## config.mk

```make
export PLATFORM = sky130hd
export DESIGN_NAME = load_unit
export DESIGN_NICKNAME = d
export VERILOG_FILES = /design/src/rtl/load_unit_pkg.sv /design/src/rtl/load_unit_align.sv /design/src/rtl/load_unit.sv
export SDC_FILE = /design/constraint.sdc
export NUM_CORES = 1
export LEC_CHECK = 0
export ABC_AREA = 1
export CELL_PAD_IN_SITES_DETAIL_PLACEMENT = 0
export CELL_PAD_IN_SITES_GLOBAL_PLACEMENT = 1
export CORE_MARGIN = 2
export CORE_UTILIZATION = 33
export DETAILED_ROUTE_END_ITERATION = 8
export PLACE_DENSITY_LB_ADDON = 0.1
export SYNTH_ARGS = -nofsm -noshare
export SYNTH_HDL_FRONTEND = slang
export SYNTH_HIERARCHICAL = 1
export SYNTH_SLANG_ARGS = --single-unit
```

## constraint.sdc

```tcl
create_clock -name clk_in -period 2.1 [get_ports clk_in]
set_clock_uncertainty 0.1 [all_clocks]
set_input_delay 0.42 -clock clk_in [delete_from_list [all_inputs] [get_ports clk_in]]
set_output_delay 0.42 -clock clk_in [all_outputs]
set_load 0.02 [all_outputs]
```

## src/rtl/load_unit_pkg.sv

```systemverilog
//------------------------------------------------------------------------------
// Module   : load_unit_pkg
// Brief    : Load-type encodings, FSM state type and alignment helper for load_unit.
// Revision : 1.0
//------------------------------------------------------------------------------
`default_nettype none

package load_unit_pkg;

    localparam logic [2:0] c_F3_LB  = 3'b000;
    localparam logic [2:0] c_F3_LH  = 3'b001;
    localparam logic [2:0] c_F3_LW  = 3'b010;
    localparam logic [2:0] c_F3_LBU = 3'b100;
    localparam logic [2:0] c_F3_LHU = 3'b101;

    typedef enum logic [1:0] {
        ST_IDLE = 2'd0,
        ST_WAIT = 2'd1,
        ST_RESP = 2'd2
    } lu_state_t;

    // Unlisted funct3 codes behave as word loads.
    function automatic logic f_misaligned(input logic [2:0] f3, input logic [1:0] off);
        case (f3)
            c_F3_LB, c_F3_LBU: f_misaligned = 1'b0;
            c_F3_LH, c_F3_LHU: f_misaligned = off[0];
            default:           f_misaligned = (off != 2'b00);
        endcase
    endfunction

endpackage

`default_nettype wire

```

## src/rtl/load_unit_align.sv

```systemverilog
//------------------------------------------------------------------------------
// Module   : load_align
// Brief    : Byte/halfword/word select from a read word plus sign/zero extension.
// Revision : 1.0
//------------------------------------------------------------------------------
`default_nettype none

module load_align
    import load_unit_pkg::*;
(
    input  logic [2:0]  i_funct3,
    input  logic [1:0]  i_offset,
    input  logic [31:0] i_data,
    output logic [31:0] o_result
);

    logic [7:0]  w_byte;
    logic [15:0] w_half;

    always_comb begin
        case (i_offset)
            2'd0:    w_byte = i_data[7:0];
            2'd1:    w_byte = i_data[15:8];
            2'd2:    w_byte = i_data[23:16];
            default: w_byte = i_data[31:24];
        endcase
        w_half = i_offset[1] ? i_data[31:16] : i_data[15:0];
    end

    always_comb begin
        case (i_funct3)
            c_F3_LB:  o_result = {{24{w_byte[7]}}, w_byte};
            c_F3_LBU: o_result = {24'h000000, w_byte};
            c_F3_LH:  o_result = {{16{w_half[15]}}, w_half};
            c_F3_LHU: o_result = {16'h0000, w_half};
            default:  o_result = i_data;
        endcase
    end

endmodule

`default_nettype wire

```

## src/rtl/load_unit.sv

```systemverilog
//------------------------------------------------------------------------------
// Module   : load_unit
// Brief    : Issues aligned data-memory reads for loads, extracts and extends the
//            result, stalls while outstanding and flags bus timeouts.
//            Optional misaligned-load trap: define LOAD_MISALIGN_TRAP_EN.
// Revision : 1.0
//------------------------------------------------------------------------------
`default_nettype none

module load_unit
    import load_unit_pkg::*;
#(
    parameter int TIMEOUT_CYCLES = 16
) (
    input  logic        clk_in,
    input  logic        reset_in,
    input  logic [2:0]  funct3_in,
    input  logic [31:0] iadder_in,
    input  logic        mem_rd_req_in,
    input  logic [31:0] dmdata_in,
    input  logic        dm_ack_in,
    output logic [31:0] dmaddr_out,
    output logic        dmrd_req_out,
    output logic [31:0] lu_output_out,
    output logic        lu_valid_out,
    output logic        stall_out,
    output logic        bus_err_out,
    output logic        misaligned_out
);

    localparam int c_CNT_W = (TIMEOUT_CYCLES > 1) ? $clog2(TIMEOUT_CYCLES) : 1;
    localparam logic [c_CNT_W-1:0] c_CNT_LAST =
        c_CNT_W'((TIMEOUT_CYCLES == 0) ? 0 : TIMEOUT_CYCLES - 1);

    lu_state_t          r_state, w_state_nxt;
    logic [2:0]         r_funct3, w_funct3_nxt;
    logic [1:0]         r_offset, w_offset_nxt;
    logic [31:0]        r_dmaddr, w_dmaddr_nxt;
    logic               r_rd_req, w_rd_req_nxt;
    logic [31:0]        r_lu_out, w_lu_out_nxt;
    logic               r_lu_valid, w_lu_valid_nxt;
    logic               r_bus_err, w_bus_err_nxt;
    logic               r_misaligned, w_misaligned_nxt;
    logic [c_CNT_W-1:0] r_cnt, w_cnt_nxt;

    logic               w_misaligned;
    logic               w_timeout;
    logic [31:0]        w_aligned;

`ifdef LOAD_MISALIGN_TRAP_EN
    assign w_misaligned = f_misaligned(funct3_in, iadder_in[1:0]);
`else
    assign w_misaligned = 1'b0;
`endif

    assign w_timeout = (TIMEOUT_CYCLES != 0) && (r_cnt == c_CNT_LAST);

    load_align u_load_align (
        .i_funct3 (r_funct3),
        .i_offset (r_offset),
        .i_data   (dmdata_in),
        .o_result (w_aligned)
    );

    always_comb begin
        w_state_nxt      = r_state;
        w_funct3_nxt     = r_funct3;
        w_offset_nxt     = r_offset;
        w_dmaddr_nxt     = r_dmaddr;
        w_rd_req_nxt     = r_rd_req;
        w_lu_out_nxt     = r_lu_out;
        w_lu_valid_nxt   = 1'b0;
        w_bus_err_nxt    = 1'b0;
        w_misaligned_nxt = 1'b0;
        w_cnt_nxt        = r_cnt;

        case (r_state)
            ST_IDLE: begin
                if (mem_rd_req_in) begin
                    if (w_misaligned) begin
                        w_misaligned_nxt = 1'b1;
                    end else begin
                        w_funct3_nxt = funct3_in;
                        w_offset_nxt = iadder_in[1:0];
                        w_dmaddr_nxt = {iadder_in[31:2], 2'b00};
                        w_rd_req_nxt = 1'b1;
                        w_cnt_nxt    = '0;
                        w_state_nxt  = ST_WAIT;
                    end
                end
            end
            ST_WAIT: begin
                if (dm_ack_in) begin
                    w_lu_out_nxt   = w_aligned;
                    w_lu_valid_nxt = 1'b1;
                    w_rd_req_nxt   = 1'b0;
                    w_cnt_nxt      = '0;
                    w_state_nxt    = ST_RESP;
                end else if (w_timeout) begin
                    w_bus_err_nxt = 1'b1;
                    w_rd_req_nxt  = 1'b0;
                    w_cnt_nxt     = '0;
                    w_state_nxt   = ST_IDLE;
                end else if (TIMEOUT_CYCLES != 0) begin
                    w_cnt_nxt = r_cnt + c_CNT_W'(1);
                end
            end
            // The pipeline advances on this edge, so a request seen here is not ours.
            ST_RESP: w_state_nxt = ST_IDLE;
            default: w_state_nxt = ST_IDLE;
        endcase
    end

    always_ff @(posedge clk_in) begin
        if (reset_in) begin
            r_state      <= ST_IDLE;
            r_funct3     <= 3'b000;
            r_offset     <= 2'b00;
            r_dmaddr     <= 32'h0;
            r_rd_req     <= 1'b0;
            r_lu_out     <= 32'h0;
            r_lu_valid   <= 1'b0;
            r_bus_err    <= 1'b0;
            r_misaligned <= 1'b0;
            r_cnt        <= '0;
        end else begin
            r_state      <= w_state_nxt;
            r_funct3     <= w_funct3_nxt;
            r_offset     <= w_offset_nxt;
            r_dmaddr     <= w_dmaddr_nxt;
            r_rd_req     <= w_rd_req_nxt;
            r_lu_out     <= w_lu_out_nxt;
            r_lu_valid   <= w_lu_valid_nxt;
            r_bus_err    <= w_bus_err_nxt;
            r_misaligned <= w_misaligned_nxt;
            r_cnt        <= w_cnt_nxt;
        end
    end

    assign dmaddr_out     = r_dmaddr;
    assign dmrd_req_out   = r_rd_req;
    assign lu_output_out  = r_lu_out;
    assign lu_valid_out   = r_lu_valid;
    assign bus_err_out    = r_bus_err;
    assign misaligned_out = r_misaligned;
    assign stall_out      = ((r_state == ST_IDLE) && mem_rd_req_in && !w_misaligned)
                          || (r_state == ST_WAIT);

endmodule

`default_nettype wire

```

-- Word level (Yosys, flattened, before mapping)
Index checks and enable logic that the tools add are counted.
W data, S select, Z words.
- register bits: 76
- input bits: 71
- output and inout port bits: 69
- logic and storage cells: 50
- add/subtract/negate cells: 1
- equal/unequal tests: 9
- mux-type cells: 17
- bitwise logic cells: 1
- reduce and logical (&&, ||, !) cells: 13
- operator list (operator ; count):
    $pmux W32 S4 ; 1
    $pmux W8 S3 ; 1
    $mux W16 ; 1
    $mux W4 ; 3
    $pmux W4 S2 ; 1
    $reduce_and A2 Y1 ; 4
    $eq A3 B3 Y1 const B ; 2
    $mux W2 ; 3
    $mux W1 ; 5
    $add A4 B1 Y4 const B ; 1
    $eq A2 B1 Y1 const B ; 2
    $eq A4 B4 Y1 const B ; 1
    $logic_not A2 Y1 ; 2
    $pmux W2 S2 ; 1
    $eq A3 B1 Y1 const B ; 1
    $logic_not A3 Y1 ; 1
    $ne A3 B3 Y1 const B ; 1
    $reduce_and A3 Y1 ; 1
    $reduce_or A3 Y1 ; 1
    $eq A2 B2 Y1 const B ; 1
    $ne A2 B2 Y1 const B ; 1
    $pmux W1 S2 ; 1
    $reduce_bool A2 Y1 ; 1
    $reduce_or A2 Y1 ; 1
    3 further kinds ; 3

-- Depth between registers and ports, before layout
Gate-level depths: netlist of run 1.
- depth in word-level cells: 4
- depth in mapped cells: 9
- depth with buffers taken out: 8

-- Cells and area by module
The synthesis of run 1 kept the hierarchy.
- modules (own cells, without submodules) (module ; instances ; cells an instance ; area each (sq um) ; seq. area each (sq um)):
    load_unit ; 1 ; 345 ; 2830.2 ; 1521.5
    load_align ; 1 ; 192 ; 895.9 ; 0.0

-- Worst setup path before layout of run 1
No wires, ideal clock.
- kind: register to register
- from: reg r_offset[0]
- to: reg r_lu_out[31], in the netlist lu_output_out[31]
- setup time: 0.070 ns
- arrival time: 1.297 ns
- required time: 1.930 ns
- setup slack: 0.633 ns
- cell stages (with the launch flop): 10
- buffers on the path: 2
- clock period less this slack: 1.467 ns
- cells stage by stage: dfxtp_1 buf_6 nor2_2 nand2_1 nand3_2 nand3_4 buf_6 nand3_1 nand3_1 a21oi_1
- longest elaborated chain between the ends: 3
- elaborated cells between the ends (all ways): 5
- classes of those cells: eq/ne (2); mux (2); reduce/logical (1)
- ends and longest elaborated chain (item ; RTL line ; text):
    start, declared ; load_unit.sv:37 ; logic [1:0] r_offset, w_offset_nxt;
    start signal, assigned ; load_unit.sv:129 ; r_offset <= w_offset_nxt;
    $eq A2 B2 Y1, or another cell as far along ; load_unit_align.sv:21 ; case (i_offset)
    $pmux W8 S3 (*) ; load_unit_align.sv:21 ;
    $pmux W32 S4 (*) ; load_unit_align.sv:31 ; case (i_funct3)
    via w_aligned[31] ; load_unit.sv:48 ; logic [31:0] w_aligned;
    end signal, assigned ; load_unit.sv:132 ; r_lu_out <= w_lu_out_nxt;
    end, declared ; load_unit.sv:40 ; logic [31:0] r_lu_out, w_lu_out_nxt;
Mark *: on every way through the listed nets, which the timed path passes. The rest lies on a longest branch.
A chain may end at the register's enable or synchronous reset.

-- Final worst setup path of run 1
- from: in mem_rd_req_in
- to: out stall_out
- longest elaborated chain between the ends: 2
- ends and longest elaborated chain (item ; RTL line ; text):
    start, declared ; load_unit.sv:19 ; input logic mem_rd_req_in,
    $logic_and A1 B1 Y1 ; load_unit.sv:146 ; assign stall_out = ((r_state == ST_IDLE) && mem_rd_req_in && !w_misaligned)
    $logic_or A1 B1 Y1 ; load_unit.sv:147 ; || (r_state == ST_WAIT);
    end, declared ; load_unit.sv:26 ; output logic stall_out,
No other way between the ends.

==> flow_metrics.env, run 1 <==
export IMPL_power_per_cell_area_nw_per_um2=764
export IMPL_fillerInstances=1171
export IMPL_multi_input_area_um2=1860
export IMPL_rsz0062_at_grt="false"
export IMPL_grt_antenna_before_repair=0
export IMPL_area_delta_synth_final_pct=45.2
export IMPL_place_area_um2=5110
export IMPL_diodes=0
export IMPL_period_needed_ns=1.89
export IMPL_synthCells=537
export IMPL_synth_area_per_cell_um2=6.94
export IMPL_cts_sinks=76
export IMPL_end_kind="output pin"
export IMPL_finalWirelength_mm=11.8
export IMPL_hold_viol_final=0
export IMPL_clock_latency_ns=0.33
export IMPL_worstPathRequired_ns=1.58
export IMPL_pre_cts_slack_ns=-0.0744
export IMPL_leakage_nw=2.20
export IMPL_synth_area_leaders="dfxtp_1 (41%), nand2_1 (12%), nor2_1 (10%)"
export IMPL_maxCapViolCount=0
export IMPL_initial_core_util_pct=34.1
export IMPL_outcome="finished, final reports clean"
export IMPL_p_total_mw=4.14
export IMPL_root_buffer="clkbuf_16"
export IMPL_wl_per_cell_um=14.6
export IMPL_r2r_setup_slack_ns=0.39
export IMPL_reg2reg_depth=8
export IMPL_ff_latch_area_um2=1520
export IMPL_grt_util_all_layers_pct=20.3
export IMPL_final_max_slew_viol_count=0
export IMPL_hpwl_mm=8.20
export IMPL_max_vdd_ir_drop_v=0.000492
export IMPL_clock_path_buffers=2
export IMPL_grt_ovfl_total=0
export IMPL_tightest_slew_ns=0.647
export IMPL_numCtsBuffers=9
export IMPL_die_area_um2=12200
export IMPL_yosysWarnings=6
export IMPL_die_h_um=110
export IMPL_fmax_mhz=528
export IMPL_netlist_area_um2=3730
export IMPL_min_path_type="reg -> reg"
export IMPL_r2r_start="r_offset[1]"
export IMPL_setup_violations_final=0
export IMPL_post_synth_num_cell_types=25
export IMPL_crit_slowest_cell="clkdlybuf4s50_1"
export IMPL_crit_end="stall_out"
export IMPL_drc=0
export IMPL_synth_top_area_cell="dfxtp_1"
export IMPL_grt_max_degree=38
export IMPL_gp_congestion=0.921
export IMPL_rows=38
export IMPL_cp_cell_sequence="clkdlybuf4s50_1 > nand2_2 > nand2_1 > dlygate4sd2_1"
export IMPL_htree_levels=3
export IMPL_crit_path_start="mem_rd_req_in"
export IMPL_grt_pass1_vias=3872
export IMPL_clk_pin_slew_ns=0.06
export IMPL_vias=3954
export IMPL_final_area_um2=5410
export IMPL_slew_headroom_pct=56.8
export IMPL_drtPass1Iterations=4
export IMPL_critPathMaxFanout=2
export IMPL_drive_above_1_share_pct=7.62
export IMPL_critPathKind="in -> out"
export IMPL_synth_seq_area_share_pct=40.8
export IMPL_worst_slack_ns=0.207
export IMPL_core_area_um2=10900
export IMPL_cts_tree="built"
export IMPL_die_w_um=110
export IMPL_critPathLaunchType="primary input"
export IMPL_ys_ff_latch=76
export IMPL_postCtsSetupRepairBufs=0
export IMPL_ant_nets=0
export IMPL_io_pins=140
export IMPL_crit_path_max_incr_delay_ns=0.47
export IMPL_initialDrtViolationCount=199
export IMPL_finish_net_count=737
export IMPL_io_buffers=136
export IMPL_yosysTopAreaCellShare_pct=40.8
export IMPL_r2r_end="lu_output_out[9]"
export IMPL_min_period_over_period_pct=90.1
export IMPL_grt_pass1_wl_mm=18.9
export IMPL_cp_arrival_ns=1.37
export IMPL_avgViaCountPerCell=4.89
export IMPL_setup_tns_ns=0
export IMPL_postCtsHoldBufs=0
## power breakdown
| part | internal, mW | switching (mW) | total (mW) |
|---|---|---|---|
| Combinational | 0.428 | 0.537 | 0.965 |
| Sequential | 1.53 | 0.0525 | 1.59 |
| Clock | 0.976 | 0.607 | 1.58 |
## routing by layer
metal / GRT usage (%) / routed length [um] / part of all wire [%]
met5: 0 / 0 / 0
met4: 5.00 / 131 / 1.1
met3: 6.58 / 833 / 7.1
met2: 36.1 / 5870 / 50
met1: 23.4 / 4950 / 42
## worst max-delay path, delay by kind of cell
family	cells	cell delay, ns
buf+inv	2	0.81
simple gates	2	0.13
## repair_timing
item	CTS	global route
setup endpoints to repair	1	0
gates resized for setup	1	0
hold endpoints to repair	0	0
## synthesized netlist by cell type, drive strengths merged
cell and instances:
clkbuf 10, nor2 108, inv 15, dfxtp 76, o211ai 3, nand2 121
a21oi 38, nand3 80, conb 1, ha 1, o21ai 54, buf 28
nor4 1, or2 1
## per-stage QoR
stage / std cells / utilization, % / hold WS [ns]
after detailed placement: 794 / 46.7 / 0.352
after floorplan: 539 / - / 0.358
after CTS: 809 / 49.5 / 0.361
final: 809 / 49.5 / 0.362
after global routing: 809 / 49.5 / 0.381
after global placement: 794 / 46.7 / 0.352
## flip-flops by register name (all words and copies together) (netlist names)
| signal | count |
|---|---|
| dmaddr_out | 30 |
| dmrd_req_out | 1 |
| r_cnt | 4 |
| lu_valid_out | 1 |
| r_state | 2 |
| lu_output_out | 32 |
| r_funct3 | 3 |
| r_offset | 2 |
| bus_err_out | 1 |
## cell families after synthesis
logic type	Yosys count	share of synthesized area, %
AND/OR/NAND/NOR	311	36.1
AO/OA/AOI/OAI	95	13.1
flip-flops	76	40.8
buffers and inverters	53	9.57
adder cells (fa/ha/maj)	1	0.336
other	1	0.101
## placed cells by master (no fill, tap or decap)
| cell type | n |
|---|---|
| nand3_1 | 75 |
| nor2_2 | 1 |
| dfxtp_1 | 76 |
| conb_1 | 3 |
| nand2_1 | 117 |
| buf_4 | 16 |
| nand3_2 | 4 |
| a21oi_2 | 1 |
| o211ai_1 | 3 |
| o21ai_1 | 1 |
| clkbuf_16 | 9 |
| buf_12 | 1 |
| ha_1 | 1 |
| inv_1 | 10 |
| dlygate4sd2_1 | 1 |
| clkinv_4 | 1 |
| clkbuf_8 | 2 |
| inv_2 | 5 |
| nor2_1 | 104 |
| nand2_4 | 1 |
| nand3_4 | 1 |
| clkdlybuf4s50_1 | 135 |
| o21ai_0 | 53 |
| nor4_1 | 1 |
| a21oi_1 | 37 |
| clkinv_2 | 2 |
| nor2_4 | 3 |
| or2_1 | 1 |
| nand2_2 | 3 |
| bufinv_16 | 1 |
## cell type report
| cell class | instances | area share [%] |
|---|---|---|
| multi-input cells | 410 | 34.3 |
| flip-flops and latches | 76 | 28.1 |
| repair buffers | 153 | 27.7 |
| clock buffers | 11 | 4.67 |
| well taps | 140 | 3.24 |
| inverters | 15 | 1.04 |
| clock inverters | 4 | 0.902 |
## worst min path at each step
stage | start | end | slack (ns) | depth (start not counted)
floorplan | r_cnt[1] | r_cnt[1] | 0.36 | 2
global placement | lu_output_out[10] | lu_output_out[10] | 0.35 | 2
detailed placement | lu_output_out[25] | lu_output_out[25] | 0.35 | 2
CTS | lu_output_out[25] | lu_output_out[25] | 0.36 | 2
global route | dmrd_req_out | dmrd_req_out | 0.38 | 2
finish | lu_output_out[25] | lu_output_out[25] | 0.36 | 2
(Power assumes the default switching activity.)
==> run 2, diff against run 1 <==
--- a/config.mk
+++ b/config.mk
@@ -12,6 +12,7 @@
 export CORE_UTILIZATION = 33
 export DETAILED_ROUTE_END_ITERATION = 8
 export PLACE_DENSITY_LB_ADDON = 0.1
+export SLEW_MARGIN = 40
 export SYNTH_ARGS = -nofsm -noshare
 export SYNTH_HDL_FRONTEND = slang
 export SYNTH_HIERARCHICAL = 1
==> results of run 2 <==
Final layout, timing and power as in run 1 (identical DEF).
